<file path="config.mk">
export PLATFORM = sky130hd
export DESIGN_NAME = seg_scan_capture
export DESIGN_NICKNAME = d
export VERILOG_FILES = /design/src/rtl/seg_pkg.sv /design/src/rtl/seg7_to_bcd.sv /design/src/rtl/seg_scan_capture.sv
export SDC_FILE = /design/constraint.sdc
export NUM_CORES = 1
export LEC_CHECK = 0
export ABC_AREA = 0
export CORE_MARGIN = 3
export CORE_UTILIZATION = 57
export CTS_BUF_LIST = sky130_fd_sc_hd__clkbuf_16
export DETAILED_ROUTE_END_ITERATION = 8
export PLACE_DENSITY = 0.87
export SLEW_MARGIN = 10
export SYNTH_ARGS = -nofsm -noshare
export SYNTH_HDL_FRONTEND = slang
export SYNTH_SLANG_ARGS = --single-unit
export TNS_END_PERCENT = 10
</file>
<file path="constraint.sdc">
create_clock -name clk -period 7.2 [get_ports clk]
set_clock_uncertainty 0.05 [all_clocks]
set_input_delay 1.8 -clock clk [delete_from_list [all_inputs] [get_ports clk]]
set_output_delay 1.8 -clock clk [all_outputs]
set_load 0.005 [all_outputs]
</file>
<file path="src/rtl/seg_pkg.sv">
// Shared definitions for the seven-segment scan bus: digit positions,
// capture FSM states, segment patterns and small position helpers.
package seg_pkg;

  // Digit position in scan order; value equals the position index.
  typedef enum logic [1:0] {
    DIG_THOUSAND = 2'd0,
    DIG_HUNDRED  = 2'd1,
    DIG_TEN      = 2'd2,
    DIG_ONE      = 2'd3
  } digit_idx_t;

  // Dk means the k-th digit in scan order is expected next.
  // The encoding deliberately matches digit_idx_t so the expected position
  // can be derived from the state by a cast.
  typedef enum logic [1:0] {
    HUNT = 2'd0,
    D1   = 2'd1,
    D2   = 2'd2,
    D3   = 2'd3
  } state_t;

  // Segment patterns, bit0 = a ... bit6 = g, active-high.
  localparam logic [6:0] SEG_0     = 7'b0111111;
  localparam logic [6:0] SEG_1     = 7'b0000110;
  localparam logic [6:0] SEG_2     = 7'b1011011;
  localparam logic [6:0] SEG_3     = 7'b1001111;
  localparam logic [6:0] SEG_4     = 7'b1100110;
  localparam logic [6:0] SEG_5     = 7'b1101101;
  localparam logic [6:0] SEG_6     = 7'b1111101;
  localparam logic [6:0] SEG_7     = 7'b0000111;
  localparam logic [6:0] SEG_8     = 7'b1111111;
  localparam logic [6:0] SEG_9     = 7'b1101111;
  localparam logic [6:0] SEG_BLANK = 7'b0000000;

  localparam logic [3:0] DIGIT_INVALID = 4'hF;

  // One-hot anode select for a digit position (thousand is the MSB).
  function automatic logic [3:0] digit_an(input digit_idx_t idx);
    return 4'b1000 >> idx;
  endfunction

  // Position of a one-hot anode select; callers check one-hotness first.
  function automatic digit_idx_t an_to_idx(input logic [3:0] a);
    case (a)
      4'b0100: return DIG_HUNDRED;
      4'b0010: return DIG_TEN;
      4'b0001: return DIG_ONE;
      default: return DIG_THOUSAND;
    endcase
  endfunction

endpackage

</file>
<file path="src/rtl/seg7_to_bcd.sv">
// Combinational seven-segment to BCD decode; unknown patterns (including
// blank) decode to DIGIT_INVALID.
module seg7_to_bcd
  import seg_pkg::*;
(
  input  logic [6:0] seg,
  output logic [3:0] bcd
);

  // Pattern lookup with invalid fallback.
  always_comb begin
    case (seg)
      SEG_0:   bcd = 4'd0;
      SEG_1:   bcd = 4'd1;
      SEG_2:   bcd = 4'd2;
      SEG_3:   bcd = 4'd3;
      SEG_4:   bcd = 4'd4;
      SEG_5:   bcd = 4'd5;
      SEG_6:   bcd = 4'd6;
      SEG_7:   bcd = 4'd7;
      SEG_8:   bcd = 4'd8;
      SEG_9:   bcd = 4'd9;
      default: bcd = DIGIT_INVALID;
    endcase
  end

endmodule

</file>
<file path="src/rtl/seg_scan_capture.sv">
// Receiver for the four-digit multiplexed seven-segment bus. Samples
// {an,leds}, waits for SETTLE identical samples, walks the scan order and
// publishes a complete frame at once.
// Optional feature macro: SEG_CAPTURE_ERRCNT_EN (saturating error counter).
module seg_scan_capture
  import seg_pkg::*;
#(
  parameter int unsigned SETTLE = 1
) (
  input  logic       clk,
  input  logic       rst,
  input  logic [3:0] an,
  input  logic [6:0] leds,
  output logic [3:0] thousand,
  output logic [3:0] hundred,
  output logic [3:0] ten,
  output logic [3:0] one,
  output logic       frame_valid,
  output logic       code_err,
  output logic       seq_err,
  output logic       locked,
  output logic [7:0] err_cnt
);

  localparam logic [3:0] SETTLE_W = 4'(SETTLE);

  logic [3:0] smp_an_reg;
  logic [6:0] smp_leds_reg;
  logic [3:0] cnt_reg;
  logic       done_reg;
  logic       accept;
  logic [3:0] cur_bcd;
  logic [3:0] shadow_reg [3];

  state_t     state_reg, state_next;
  logic       store_en;
  digit_idx_t store_idx;
  logic       publish;
  logic       seq_err_next;
  logic       code_err_next;

  // A digit is taken once per anode change, when its sample has been stable
  // for SETTLE cycles; a blanked bus is never taken.
  assign accept = (cnt_reg == SETTLE_W) && !done_reg && (smp_an_reg != 4'b0000);

  seg7_to_bcd u_dec (
    .seg (smp_leds_reg),
    .bcd (cur_bcd)
  );

  // Input sample register, settle counter and accepted-once flag.
  always_ff @(posedge clk or negedge rst) begin
    if (!rst) begin
      smp_an_reg   <= 4'b0000;
      smp_leds_reg <= SEG_BLANK;
      cnt_reg      <= 4'd0;
      done_reg     <= 1'b0;
    end else begin
      smp_an_reg   <= an;
      smp_leds_reg <= leds;
      if ({an, leds} != {smp_an_reg, smp_leds_reg}) begin
        cnt_reg <= 4'd1;
      end else if (cnt_reg != 4'hF) begin
        cnt_reg <= cnt_reg + 4'd1;
      end
      if (an != smp_an_reg) begin
        done_reg <= 1'b0;
      end else if (cnt_reg == SETTLE_W) begin
        done_reg <= 1'b1;
      end
    end
  end

  // FSM state register.
  always_ff @(posedge clk or negedge rst) begin
    if (!rst) begin
      state_reg <= HUNT;
    end else begin
      state_reg <= state_next;
    end
  end

  // Scan-order tracking: next state, shadow store and pulse requests.
  always_comb begin
    state_next   = state_reg;
    store_en     = 1'b0;
    store_idx    = an_to_idx(smp_an_reg);
    publish      = 1'b0;
    seq_err_next = 1'b0;
    if (accept) begin
      if (!$onehot(smp_an_reg)) begin
        seq_err_next = 1'b1;
        state_next   = HUNT;
      end else if (smp_an_reg == digit_an(digit_idx_t'(state_reg))) begin
        store_en = 1'b1;
        if (state_reg == D3) begin
          publish    = 1'b1;
          state_next = HUNT;
        end else begin
          state_next = state_t'(state_reg + 2'd1);
        end
      end else if (smp_an_reg == digit_an(DIG_THOUSAND)) begin
        // Only reachable mid-frame: restart with this thousand digit.
        seq_err_next = 1'b1;
        store_en     = 1'b1;
        state_next   = D1;
      end else if (state_reg != HUNT) begin
        seq_err_next = 1'b1;
        state_next   = HUNT;
      end
    end
  end

  assign code_err_next = publish &&
                         ((shadow_reg[0] == DIGIT_INVALID) ||
                          (shadow_reg[1] == DIGIT_INVALID) ||
                          (shadow_reg[2] == DIGIT_INVALID) ||
                          (cur_bcd == DIGIT_INVALID));

  // Shadow digits for thousand/hundred/ten; the one digit goes straight out.
  for (genvar gi = 0; gi < 3; gi++) begin : g_shadow
    // Hold the decoded digit for this position until the frame completes.
    always_ff @(posedge clk or negedge rst) begin
      if (!rst) begin
        shadow_reg[gi] <= 4'h0;
      end else if (store_en && (store_idx == digit_idx_t'(gi))) begin
        shadow_reg[gi] <= cur_bcd;
      end
    end
  end

  // Published frame, status pulses and lock flag.
  always_ff @(posedge clk or negedge rst) begin
    if (!rst) begin
      thousand    <= 4'h0;
      hundred     <= 4'h0;
      ten         <= 4'h0;
      one         <= 4'h0;
      frame_valid <= 1'b0;
      code_err    <= 1'b0;
      seq_err     <= 1'b0;
      locked      <= 1'b0;
    end else begin
      frame_valid <= publish;
      code_err    <= code_err_next;
      seq_err     <= seq_err_next;
      if (publish) begin
        thousand <= shadow_reg[0];
        hundred  <= shadow_reg[1];
        ten      <= shadow_reg[2];
        one      <= cur_bcd;
        locked   <= 1'b1;
      end else if (seq_err_next) begin
        locked <= 1'b0;
      end
    end
  end

`ifdef SEG_CAPTURE_ERRCNT_EN
  logic [7:0] err_cnt_reg;

  // Saturating count of error pulses; a coincident pair counts once.
  always_ff @(posedge clk or negedge rst) begin
    if (!rst) begin
      err_cnt_reg <= 8'd0;
    end else if ((seq_err_next || code_err_next) && (err_cnt_reg != 8'hFF)) begin
      err_cnt_reg <= err_cnt_reg + 8'd1;
    end
  end

  assign err_cnt = err_cnt_reg;
`else
  assign err_cnt = 8'd0;
`endif

endmodule

</file>
==> impl_metrics.prom, run 1 <==
# TYPE chip_impl_metric gauge
chip_impl_metric{name="dr_wl_met3",unit="um"} 194
chip_impl_metric{name="first_global_vias",unit=""} 1677
chip_impl_info{name="setup.worst_path.end_class",value="flop"} 1
chip_impl_metric{name="final-max-slew-violation-count",unit=""} 0
chip_impl_metric{name="timing_hold_violations_final",unit=""} 0
chip_impl_metric{name="critical_path.n_buffers_inverters",unit=""} 2
chip_impl_metric{name="first_pass_iters",unit=""} 4
chip_impl_metric{name="number_of_filler_instances_in_the_final_layout",unit=""} 295
chip_impl_metric{name="io_buffer_count",unit=""} 32
chip_impl_metric{name="fin_tns_setup",unit="ps"} 0
chip_impl_metric{name="number_of_enable_flip_flop_cells_after_synthesis",unit=""} 0
chip_impl_info{name="most_used_standard_cells_in_the_synthesized_netlist",value="50 x sky130_fd_sc_hd__dfrtp_1, 18 x sky130_fd_sc_hd__mux2_2, 14 x sky130_fd_sc_hd__nor2_1, 12 x sky130_fd_sc_hd__xnor2_1"} 1
chip_impl_metric{name="avgSynthCellArea",unit="um2"} 11.6
chip_impl_metric{name="synth_seq_area_share",unit="%"} 48.2
chip_impl_info{name="worst_setup_path_start_kind",value="flop"} 1
chip_impl_metric{name="postCtsSetupBuffers",unit=""} 0
chip_impl_metric{name="postCtsHoldBufs",unit=""} 0
chip_impl_metric{name="post-route-min-period",unit="ps"} 3400
chip_impl_metric{name="detailedRoute.firstIterationViolations",unit=""} 69
chip_impl_metric{name="ys_async_sr_fraction",unit="%"} 100
chip_impl_metric{name="detail_route.vias_per_cell",unit=""} 5.70
chip_impl_metric{name="synth_largest_type_area_fraction",unit="%"} 48.2
chip_impl_metric{name="critPathArrivalTime",unit="ps"} 3520
chip_impl_metric{name="dr_total_vias",unit=""} 1732
chip_impl_metric{name="library_cells_used_by_synthesis",unit=""} 52
chip_impl_metric{name="initial_utilization",unit="%"} 61.7
chip_impl_metric{name="die_width",unit="um"} 73.5
chip_impl_metric{name="final_net_count",unit=""} 279
chip_impl_metric{name="utilization",unit="%"} 72.7
chip_impl_metric{name="largest_register_ff_count",unit=""} 12
chip_impl_metric{name="power_leakage",unit="uW"} 0.00135
chip_impl_metric{name="number_of_h_tree_levels",unit=""} 2
chip_impl_metric{name="clock_sink_total",unit=""} 50
chip_impl_info{name="synth_top_area_cell",value="sky130_fd_sc_hd__dfrtp_1"} 1
chip_impl_info{name="synthTopCellsByArea",value="sky130_fd_sc_hd__dfrtp_1 48%, sky130_fd_sc_hd__mux2_2 7.8%, sky130_fd_sc_hd__ha_1 5.3%"} 1
chip_impl_metric{name="resized_gates_after_cts",unit=""} 0
chip_impl_info{name="top_signal_layer_used",value="met4"} 1
chip_impl_metric{name="ant_nets",unit=""} 0
chip_impl_metric{name="fp.dieArea",unit="mm2"} 0.00540
chip_impl_metric{name="grt_max_degree",unit=""} 51
chip_impl_metric{name="max_cap_viol_count",unit=""} 0
chip_impl_info{name="hold_class",value="reg2reg"} 1
chip_impl_metric{name="synthesis.instances",unit=""} 223
chip_impl_metric{name="timing.critical_path.required",unit="ps"} 7320
chip_impl_info{name="crit_path_cell_trace",value="inv_1 -> fa_1 -> inv_1 -> ha_1 -> ha_1 -> nor3b_1 -> nand4b_1 -> a211oi_4 -> mux2_2"} 1
chip_impl_metric{name="top_level_ports",unit=""} 41
chip_impl_metric{name="routedWlPerCell",unit="um"} 15.7
chip_impl_metric{name="clkLatencyLatePin",unit="ps"} 280
chip_impl_info{name="criticalPathCategory",value="reg2reg"} 1
chip_impl_metric{name="worst-slew-pin-transition",unit="ps"} 1100
chip_impl_metric{name="antenna_found_initial",unit=""} 0
chip_impl_metric{name="tritoncts.num_buffers",unit=""} 5
chip_impl_metric{name="drt-met1-wl",unit="um"} 2140
chip_impl_metric{name="wl",unit="um"} 4770
chip_impl_metric{name="slowest_delay",unit="ps"} 640
chip_impl_metric{name="clkSlewWorstSetupHoldPaths",unit="ps"} 70
chip_impl_metric{name="finalWeightedCongestion",unit=""} 0.828
chip_impl_metric{name="cts_max_path_buffers",unit=""} 2
chip_impl_metric{name="remaining_drc_errors",unit=""} 0
chip_impl_info{name="setup_repair_after_global_routing_missed_its_margin",value="no"} 1
chip_impl_metric{name="drive_above_1_share",unit="%"} 16.5
chip_impl_info{name="status",value="finished, final reports clean"} 1
chip_impl_info{name="tritoncts",value="done"} 1
chip_impl_metric{name="die_h",unit="um"} 73.5
chip_impl_metric{name="highest_fanout_seen_on_the_critical_path",unit=""} 5
chip_impl_metric{name="rows",unit=""} 23
chip_impl_metric{name="grtUsageTotal",unit="%"} 19.7
chip_impl_info{name="ys.flop_type",value="sky130_fd_sc_hd__dfrtp_1"} 1
chip_impl_info{name="path_delay_family",value="adder cells"} 1
chip_impl_metric{name="power_density",unit="mW/mm2"} 212
chip_impl_info{name="clockRootBuffer",value="sky130_fd_sc_hd__clkbuf_16"} 1
chip_impl_metric{name="met2WireLength",unit="um"} 2370
chip_impl_metric{name="detailed_place_hpwl",unit="um"} 3400
chip_impl_metric{name="yosys_register_bits",unit=""} 50
chip_impl_metric{name="clock.fmax",unit="MHz"} 295
chip_impl_metric{name="insertedDiodeCount",unit=""} 0
chip_impl_metric{name="first_pass_grt_wire_length",unit="um"} 8140
chip_impl_metric{name="final_cycle_utilization_of_the_critical_path",unit="%"} 47.2
chip_impl_metric{name="flow.area_growth_from_synthesis",unit="%"} 17.8
chip_impl_info{name="critical_path.slowest_cell",value="sky130_fd_sc_hd__nor3b_1"} 1
chip_impl_metric{name="grt_overflow",unit=""} 0
chip_impl_metric{name="yosys_warning_total",unit=""} 0
chip_impl_metric{name="core_area",unit="mm2"} 0.00420
chip_impl_metric{name="final-setup-viol-count",unit=""} 0
chip_impl_metric{name="timing.max_slew.rel_slack",unit="%"} 26.9
chip_impl_metric{name="synth.cell_area",unit="mm2"} 0.00259
chip_impl_info{name="synth.most_common_cell",value="sky130_fd_sc_hd__dfrtp_1"} 1
chip_impl_metric{name="vdd_drop_max",unit="V"} 0.000156
-- power breakdown --
group          total, uW  internal [uW]  switching, uW
Sequential           319            300           18.8
Clock                258            162           96.1
Combinational       70.1           33.9           36.2
-- area by class of cell --
class                   count  area (um2)  share of cell area, %
flip-flops and latches     50        1250                   41.0
multi-input cells         153        1210                   39.7
repair buffers             33         323                   10.6
clock buffers               5         125                   4.10
well taps                  50        62.6                   2.05
inverters                  11        41.3                   1.35
clock inverters             2        38.8                   1.27
-- metrics by stage --
step	instances	cell area, um2	total power [uW]	worst slack, ps	hold WS (ps)
floorplan	230	2620	368	4160	418
global placement	297	2890	389	3900	414
detailed placement	297	2890	393	3800	423
CTS	304	3050	653	3800	438
global route	304	3050	673	3660	437
finish	304	3050	647	3800	429
-- tightest hold or removal path, stage by stage, from the launching register on --
cell and delay [ps]:
sky130_fd_sc_hd__dfrtp_1 340, sky130_fd_sc_hd__nand2_1 50, sky130_fd_sc_hd__o21ai_0 60
-- cells in the final DEF, fill, tap and decap left out, types with 3 or more instances in the layout --
cell type                         count
sky130_fd_sc_hd__a21oi_1              6
sky130_fd_sc_hd__clkbuf_16            5
sky130_fd_sc_hd__clkdlybuf4s50_1     31
sky130_fd_sc_hd__conb_1               8
sky130_fd_sc_hd__dfrtp_1             50
sky130_fd_sc_hd__ha_1                11
sky130_fd_sc_hd__inv_1               11
sky130_fd_sc_hd__mux2_2              18
sky130_fd_sc_hd__mux2_4               4
sky130_fd_sc_hd__mux2i_1              3
sky130_fd_sc_hd__nand2_1             11
sky130_fd_sc_hd__nand2b_1             3
sky130_fd_sc_hd__nand3_1              5
sky130_fd_sc_hd__nand4_1              8
sky130_fd_sc_hd__nor2_1              14
sky130_fd_sc_hd__nor3_1               3
sky130_fd_sc_hd__nor3b_1              4
sky130_fd_sc_hd__o21ai_0              5
sky130_fd_sc_hd__xnor2_1             12
sky130_fd_sc_hd__xor2_1               3
-- layer usage --
layer / vias up / track usage [%]
li1: 821 / -
met1: 853 / 26.4
met2: 49 / 31.5
met3: 9 / 5.20
met4: 0 / 5.43
met5: - / 0
-- cells by family (layout without fill, tap and decap cells) --
kind of cell	count (synthesis)	in the layout	synth area share, %
XOR/XNOR	16	16	5.69
adder cells (fa/ha/maj)	12	12	6.08
multiplexers	25	25	11.3
buffers and inverters	27	51	6.03
other	1	8	0.145
flip-flops	50	50	48.2
AO/OA/AOI/OAI	27	27	7.43
AND/OR/NAND/NOR	65	65	15.1
-- final timing paths --
path / start / to / slack (ps) / cells past startpoint
max in group asynchronous: rst / shadow_reg[6] / 4750 / 1
worst max register to register: smp_an_reg[0] / shadow_reg[8] / 3800 / 9
worst min register to register: thousand[2] / thousand[2] / 430 / 2
min in group asynchronous: rst / ten[3] / 1670 / 1
worst max-delay path: smp_an_reg[0] / shadow_reg[8] / 3800 / 9
worst min-delay path: thousand[2] / thousand[2] / 430 / 2
No activity file was read; power rests on OpenSTA's default activity.
==> inputs of run 2 (changes only) <==
Settings changed: CORE_UTILIZATION 57 to 48, PLACE_DENSITY 0.87 to 0.78.
Clock period 7.2 ns to 2.79 ns, I/O delays scaled along.
==> run 2 against run 1 <==
  * Via count rose by 2.4%
  * First-iteration DRC count grew 16%
  * Worst hold slack worse by 28 ps
  * Sequential share of layout area is 2.3 points lower
  * Highest routed layer unchanged
  * Routed wire length rose by 4.9%
  * Worst setup slack got worse by 3700 ps
  * Register-to-register slack got worse by 3700 ps
  * Combinational power grew to 3.2 times the previous value
  * Largest cell class unchanged
  * Critical path type unchanged
  * Cell count up 11%
==> impl_metrics.prom, run 2 (synthesis results as in run 1) <==
# TYPE chip_impl_metric gauge
chip_impl_metric{name="multi_input_area",unit="mm2"} 0.00125
chip_impl_metric{name="final-max-slew-violation-count",unit=""} 0
chip_impl_metric{name="timing_hold_violations_final",unit=""} 0
chip_impl_info{name="hold_class",value="in2async"} 1
chip_impl_info{name="worst_setup_path_start_kind",value="flop"} 1
chip_impl_metric{name="top_level_ports",unit=""} 41
chip_impl_metric{name="initial_utilization",unit="%"} 50.1
chip_impl_metric{name="number_of_filler_instances_in_the_final_layout",unit=""} 420
chip_impl_metric{name="critPathArrivalTime",unit="ps"} 2830
chip_impl_info{name="most_frequent_standard_cell_in_the_layout_excluding_fill_and_tap_cells",value="sky130_fd_sc_hd__dfrtp_1"} 1
chip_impl_metric{name="grtUsageMet2",unit="%"} 27.4
chip_impl_metric{name="grt_overflow",unit=""} 0
chip_impl_metric{name="placement.cell_area",unit="mm2"} 0.00300
chip_impl_metric{name="detailedRoute.firstIterationViolations",unit=""} 80
chip_impl_metric{name="detailed_place_hpwl",unit="um"} 3410
chip_impl_metric{name="ant_nets",unit=""} 0
chip_impl_metric{name="finalWeightedCongestion",unit=""} 0.757
chip_impl_metric{name="dr_total_vias",unit=""} 1773
chip_impl_metric{name="reg2reg_depth",unit=""} 10
chip_impl_metric{name="slowest_delay",unit="ps"} 530
chip_impl_info{name="status",value="finished, final reports clean"} 1
chip_impl_metric{name="power_leakage",unit="uW"} 0.00142
chip_impl_metric{name="tritoncts.num_buffers",unit=""} 5
chip_impl_metric{name="first_pass_iters",unit=""} 5
chip_impl_metric{name="vdd_drop_max",unit="V"} 0.000227
chip_impl_metric{name="register_area",unit="mm2"} 0.00125
chip_impl_metric{name="timing.critical_path.required",unit="ps"} 2910
chip_impl_info{name="r2r_start",value="smp_an_reg[0]"} 1
chip_impl_metric{name="first_pass_grt_wire_length",unit="um"} 8170
chip_impl_metric{name="insertedDiodeCount",unit=""} 0
chip_impl_metric{name="fp.dieArea",unit="mm2"} 0.00632
chip_impl_metric{name="detail_route.vias_per_cell",unit=""} 5.25
chip_impl_metric{name="core_area",unit="mm2"} 0.00517
chip_impl_metric{name="fin_tns_setup",unit="ps"} 0
chip_impl_info{name="crit_path_cell_trace",value="inv_1 -> fa_1 -> inv_1 -> ha_1 -> ha_4 -> nor3b_4 -> buf_4 -> and2_1 -> nand4_1 -> mux2_2"} 1
chip_impl_metric{name="wl",unit="um"} 5010
chip_impl_metric{name="global_routing_met1_resource_utilization",unit="%"} 22.3
chip_impl_metric{name="setup.reg_to_reg.worst_slack",unit="ps"} 80
chip_impl_metric{name="cts_max_path_buffers",unit=""} 2
chip_impl_metric{name="globalRouteMet3Util",unit="%"} 3.72
chip_impl_metric{name="clock.fmax",unit="MHz"} 368
chip_impl_metric{name="final_area",unit="mm2"} 0.00323
chip_impl_metric{name="drive_above_1_share",unit="%"} 22.4
chip_impl_metric{name="flow.area_growth_from_synthesis",unit="%"} 24.6
chip_impl_metric{name="io_buffer_count",unit=""} 32
chip_impl_info{name="setup.worst_path.end_class",value="flop"} 1
chip_impl_metric{name="largest_register_ff_count",unit=""} 12
chip_impl_metric{name="clkLatencyLatePin",unit="ps"} 290
chip_impl_metric{name="antenna_found_initial",unit=""} 0
chip_impl_info{name="critPathMostFrequentCell",value="sky130_fd_sc_hd__inv_1"} 1
chip_impl_metric{name="final.hold.worst_slack",unit="ps"} 401
chip_impl_metric{name="post-route-min-period",unit="ps"} 2710
chip_impl_info{name="critical_path.slowest_cell",value="sky130_fd_sc_hd__fa_1"} 1
chip_impl_info{name="criticalPathCategory",value="reg2reg"} 1
chip_impl_metric{name="grt_max_degree",unit=""} 32
chip_impl_metric{name="rows",unit=""} 26
chip_impl_metric{name="remaining_drc_errors",unit=""} 0
chip_impl_metric{name="clkSlewWorstSetupHoldPaths",unit="ps"} 60
chip_impl_metric{name="max_cap_viol_count",unit=""} 0
chip_impl_metric{name="number_of_h_tree_levels",unit=""} 2
chip_impl_metric{name="final-setup-viol-count",unit=""} 0
chip_impl_metric{name="final_net_count",unit=""} 292
chip_impl_metric{name="grtUsageTotal",unit="%"} 16.6
chip_impl_info{name="timing.critical_path.from",value="smp_an_reg[0]"} 1
chip_impl_metric{name="worst-slew-pin-transition",unit="ps"} 682
chip_impl_metric{name="die_h",unit="um"} 79.5
chip_impl_metric{name="clock_sink_total",unit=""} 50
chip_impl_info{name="grt-busiest-layer",value="met2"} 1
chip_impl_info{name="timing.rr.end",value="shadow_reg[3]"} 1
chip_impl_metric{name="highest_fanout_seen_on_the_critical_path",unit=""} 5
chip_impl_metric{name="die_width",unit="um"} 79.5
chip_impl_metric{name="final_cycle_utilization_of_the_critical_path",unit="%"} 97.3
chip_impl_metric{name="power_density",unit="mW/mm2"} 535
chip_impl_info{name="clockRootBuffer",value="sky130_fd_sc_hd__clkbuf_16"} 1
chip_impl_metric{name="routedWlPerCell",unit="um"} 14.8
chip_impl_info{name="tritoncts",value="done"} 1
chip_impl_metric{name="first_global_vias",unit=""} 1694
chip_impl_info{name="final_cell_mix",value="50 x sky130_fd_sc_hd__dfrtp_1, 31 x sky130_fd_sc_hd__clkdlybuf4s50_1, 18 x sky130_fd_sc_hd__mux2_2"} 1
chip_impl_info{name="critPathCapture",value="shadow_reg[3]"} 1
chip_impl_metric{name="timing.max_slew.rel_slack",unit="%"} 54.5
chip_impl_info{name="setup_repair_after_global_routing_missed_its_margin",value="yes"} 1
run 2: area by class of cell:
type,count,area share [%]
clock buffers,5,3.87
clock inverters,3,1.39
inverters,11,1.28
multi-input cells,153,38.6
flip-flops and latches,50,38.7
well taps,70,2.71
repair buffers,46,13.4
run 2: worst max-delay path: cells and delay by family (launching register included):
family	cells	cell delay [ps]
adder cells (fa/ha/maj)	3	950
AND/OR/NAND/NOR	3	590
multiplexers	1	380
flip-flops	1	350
buffers and inverters	3	270
run 2: worst min-delay path by stage:
| stage | slack (ps) | cells past startpoint | endpoint |
|---|---|---|---|
| floorplan | 350 | 0 | cnt_reg[0] |
| global placement | 420 | 2 | thousand[2] |
| detailed placement | 420 | 2 | one[2] |
| CTS | 410 | 1 | thousand[3] |
| global route | 440 | 1 | thousand[3] |
| finish | 400 | 1 | smp_an_reg[0] |
run 2: layer usage:
layer  vias up  wire length (um)
met4         0                36
met5         -                 0
met2        50              2520
met3         4               255
li1        850                 -
met1       869              2190
run 2: where the power goes:
group	total [uW]	internal, uW	leakage (uW)	switching (uW)
combinational	222	117	0.000694	105
clock	686	423	0.0000760	264
sequential	820	774	0.000652	46.5
total	1730	1310	0.00142	415
run 2: what timing repair did:
item                       4_1_cts  5_1_grt
hold buffers                     0        0
buffers inserted                 3        1
cloned                           0        0
resized for setup                1        2
hold endpoints to repair         0        0
setup endpoints to repair        3       19
pin swaps                        3        1
run 2: stage by stage:
stage	std cells	total power, uW	worst slack (ps)	utilization (%)
floorplan	230	958	-5.56	-
global placement	326	1020	78.6	57.9
detailed placement	326	1030	9.10	57.9
CTS	337	1740	26.7	61.9
global route	338	1810	-42.3	62.5
finish	338	1730	75.9	62.5
==> inputs of run 3 (changes only) <==
Settings changed: CORE_MARGIN 3 to 10, SLEW_MARGIN 10 to 5.
==> run 3 against run 2 <==
  * Sequential share of layout area grew 0.45 points
  * Via count shrank 1.2%
  * Design area shrank 1.2%
  * Highest routed layer unchanged
  * First-iteration DRC count shrank 46%
  * Cell count shrank 1.2%
  * Sequential power is essentially flat
  * Die area grew 38%
  * Critical path depth shrank 1
  * Global-route usage shrank 4.4 points
  * Total power shrank 0.84%
  * Clock power grew 1%
  * Combinational power shrank 11%
==> impl_metrics.prom, run 3 (synthesis results as in run 1) <==
# TYPE chip_impl_metric gauge
chip_impl_metric{name="antenna_found_initial",unit=""} 0
chip_impl_metric{name="number_of_h_tree_levels",unit=""} 2
chip_impl_info{name="clockRootBuffer",value="sky130_fd_sc_hd__clkbuf_16"} 1
chip_impl_metric{name="rows",unit=""} 26
chip_impl_info{name="grt-busiest-layer",value="met2"} 1
chip_impl_metric{name="max_cap_viol_count",unit=""} 0
chip_impl_info{name="setup.worst_path.end_class",value="flop"} 1
chip_impl_metric{name="power_density",unit="mW/mm2"} 537
chip_impl_metric{name="clkLatencyLatePin",unit="ps"} 290
chip_impl_metric{name="die_h",unit="um"} 93.5
chip_impl_metric{name="final.hold.worst_slack",unit="ps"} 438
chip_impl_metric{name="clkSlewWorstSetupHoldPaths",unit="ps"} 70
chip_impl_metric{name="initial_utilization",unit="%"} 50.1
chip_impl_metric{name="postCtsHoldBufs",unit=""} 0
chip_impl_metric{name="timing.critical_path.required",unit="ps"} 2920
chip_impl_metric{name="final_net_count",unit=""} 288
chip_impl_metric{name="number_of_filler_instances_in_the_final_layout",unit=""} 422
chip_impl_metric{name="dr_total_vias",unit=""} 1751
chip_impl_metric{name="ant_nets",unit=""} 0
chip_impl_metric{name="first_global_vias",unit=""} 1782
chip_impl_info{name="tritoncts",value="done"} 1
chip_impl_metric{name="placement.cell_area",unit="mm2"} 0.00299
chip_impl_metric{name="globalRouteMet3Util",unit="%"} 4.08
chip_impl_metric{name="final-max-slew-violation-count",unit=""} 0
chip_impl_metric{name="tritoncts.num_buffers",unit=""} 5
chip_impl_metric{name="critPathArrivalTime",unit="ps"} 2860
chip_impl_metric{name="detailedRoute.firstIterationViolations",unit=""} 43
chip_impl_metric{name="detailed_place_hpwl",unit="um"} 3750
chip_impl_metric{name="detail_route.vias_per_cell",unit=""} 5.24
chip_impl_metric{name="largest_register_ff_count",unit=""} 12
chip_impl_info{name="setup_repair_after_global_routing_missed_its_margin",value="yes"} 1
chip_impl_metric{name="drive_above_1_share",unit="%"} 21.6
chip_impl_info{name="criticalPathCategory",value="reg2reg"} 1
chip_impl_metric{name="clock.fmax",unit="MHz"} 366
chip_impl_metric{name="power_leakage",unit="uW"} 0.00141
chip_impl_metric{name="remaining_drc_errors",unit=""} 0
chip_impl_metric{name="grtUsageMet2",unit="%"} 20.4
chip_impl_metric{name="top_level_ports",unit=""} 41
chip_impl_metric{name="highest_fanout_seen_on_the_critical_path",unit=""} 4
chip_impl_metric{name="grtUsageTotal",unit="%"} 12.2
chip_impl_metric{name="routedWlPerCell",unit="um"} 15.3
chip_impl_metric{name="finalWeightedCongestion",unit=""} 0.775
chip_impl_info{name="final_cell_mix",value="50 x sky130_fd_sc_hd__dfrtp_1, 31 x sky130_fd_sc_hd__clkdlybuf4s50_1, 18 x sky130_fd_sc_hd__mux2_2"} 1
chip_impl_metric{name="core_area",unit="mm2"} 0.00517
chip_impl_metric{name="final-setup-viol-count",unit=""} 0
chip_impl_metric{name="setup.reg_to_reg.worst_slack",unit="ps"} 60
chip_impl_info{name="worst_setup_path_start_kind",value="flop"} 1
chip_impl_metric{name="grt_overflow",unit=""} 0
chip_impl_metric{name="final_area",unit="mm2"} 0.00319
chip_impl_metric{name="timing_hold_violations_final",unit=""} 0
chip_impl_metric{name="io_buffer_count",unit=""} 32
chip_impl_metric{name="final_cycle_utilization_of_the_critical_path",unit="%"} 98.0
chip_impl_metric{name="die_width",unit="um"} 93.5
chip_impl_info{name="most_frequent_standard_cell_in_the_layout_excluding_fill_and_tap_cells",value="sky130_fd_sc_hd__dfrtp_1"} 1
chip_impl_metric{name="post-route-min-period",unit="ps"} 2730
chip_impl_metric{name="flow.area_growth_from_synthesis",unit="%"} 23.2
chip_impl_metric{name="wl",unit="um"} 5100
chip_impl_metric{name="worst-slew-pin-transition",unit="ps"} 642
chip_impl_metric{name="timing.max_slew.rel_slack",unit="%"} 57.1
chip_impl_info{name="status",value="finished, final reports clean"} 1
chip_impl_metric{name="cts_max_path_buffers",unit=""} 2
chip_impl_metric{name="fp.dieArea",unit="mm2"} 0.00874
chip_impl_metric{name="clock_sink_total",unit=""} 50
chip_impl_metric{name="vdd_drop_max",unit="V"} 0.000317
chip_impl_metric{name="insertedDiodeCount",unit=""} 0
chip_impl_metric{name="grt_max_degree",unit=""} 51
chip_impl_metric{name="first_pass_iters",unit=""} 4
chip_impl_metric{name="global_routing_met1_resource_utilization",unit="%"} 14.3
chip_impl_info{name="hold_class",value="reg2reg"} 1
chip_impl_metric{name="first_pass_grt_wire_length",unit="um"} 8700
[run 3: through the flow]
step	setup slack [ps]	instances	TNS [ps]	power, uW	utilization [%]
final	55.1	334	0	1710	61.8
after detailed placement	25.1	325	0	1030	57.8
after global routing	-45.8	334	-130	1800	61.8
after global placement	85.9	325	0	1020	57.8
after floorplan	-5.56	230	-16.7	958	-
after CTS	22.4	333	0	1730	61.1
[run 3: cell type report]
cell class	count	area, um2	share of cell area (%)
tap	70	87.6	2.74
clock buffer	5	125	3.92
timing repair buffer	42	403	12.6
sequential	50	1250	39.2
inverter	11	41.3	1.29
multi-input combinational	153	1240	38.8
clock inverter	3	47.5	1.49
[run 3: critical path, cell delays in order, from the launching register on]
cell and delay (ps):
sky130_fd_sc_hd__dfrtp_1 370, sky130_fd_sc_hd__inv_2 60, sky130_fd_sc_hd__fa_1 530, sky130_fd_sc_hd__inv_1 40, sky130_fd_sc_hd__ha_1 170, sky130_fd_sc_hd__ha_1 300
sky130_fd_sc_hd__nor3b_4 210, sky130_fd_sc_hd__nand4b_1 220, sky130_fd_sc_hd__a211oi_4 300, sky130_fd_sc_hd__mux2_2 370
[run 3: metal layers]
layer	up-vias	wire length, um
met5	-	0
li1	840	-
met3	5	316
met4	0	59
met2	38	2580
met1	868	2140
[run 3: worst paths after layout]
kind | start | end | depth (start not counted)
max | smp_an_reg[0] | shadow_reg[11] | 9
min | hundred[2] | hundred[2] | 2
max reg2reg | smp_an_reg[0] | shadow_reg[11] | 9
min reg2reg | hundred[2] | hundred[2] | 2
max in group asynchronous | rst | smp_an_reg[1] | 2
min in group asynchronous | rst | locked | 2
[run 3: where the power goes]
group / total (uW) / leakage, uW / switching (uW) / internal [uW]
registers: 821 / 0.000652 / 46.9 / 774
logic: 198 / 0.000675 / 96.1 / 101
clock network: 696 / 0.0000844 / 268 / 427
total: 1710 / 0.00141 / 411 / 1300
[run 3: what timing repair did]
| item | 4_1_cts | 5_1_grt |
|---|---|---|
| endpoints found under the setup margin | 0 | 21 |
| buffers inserted | 0 | 1 |
| resized for setup | 0 | 4 |
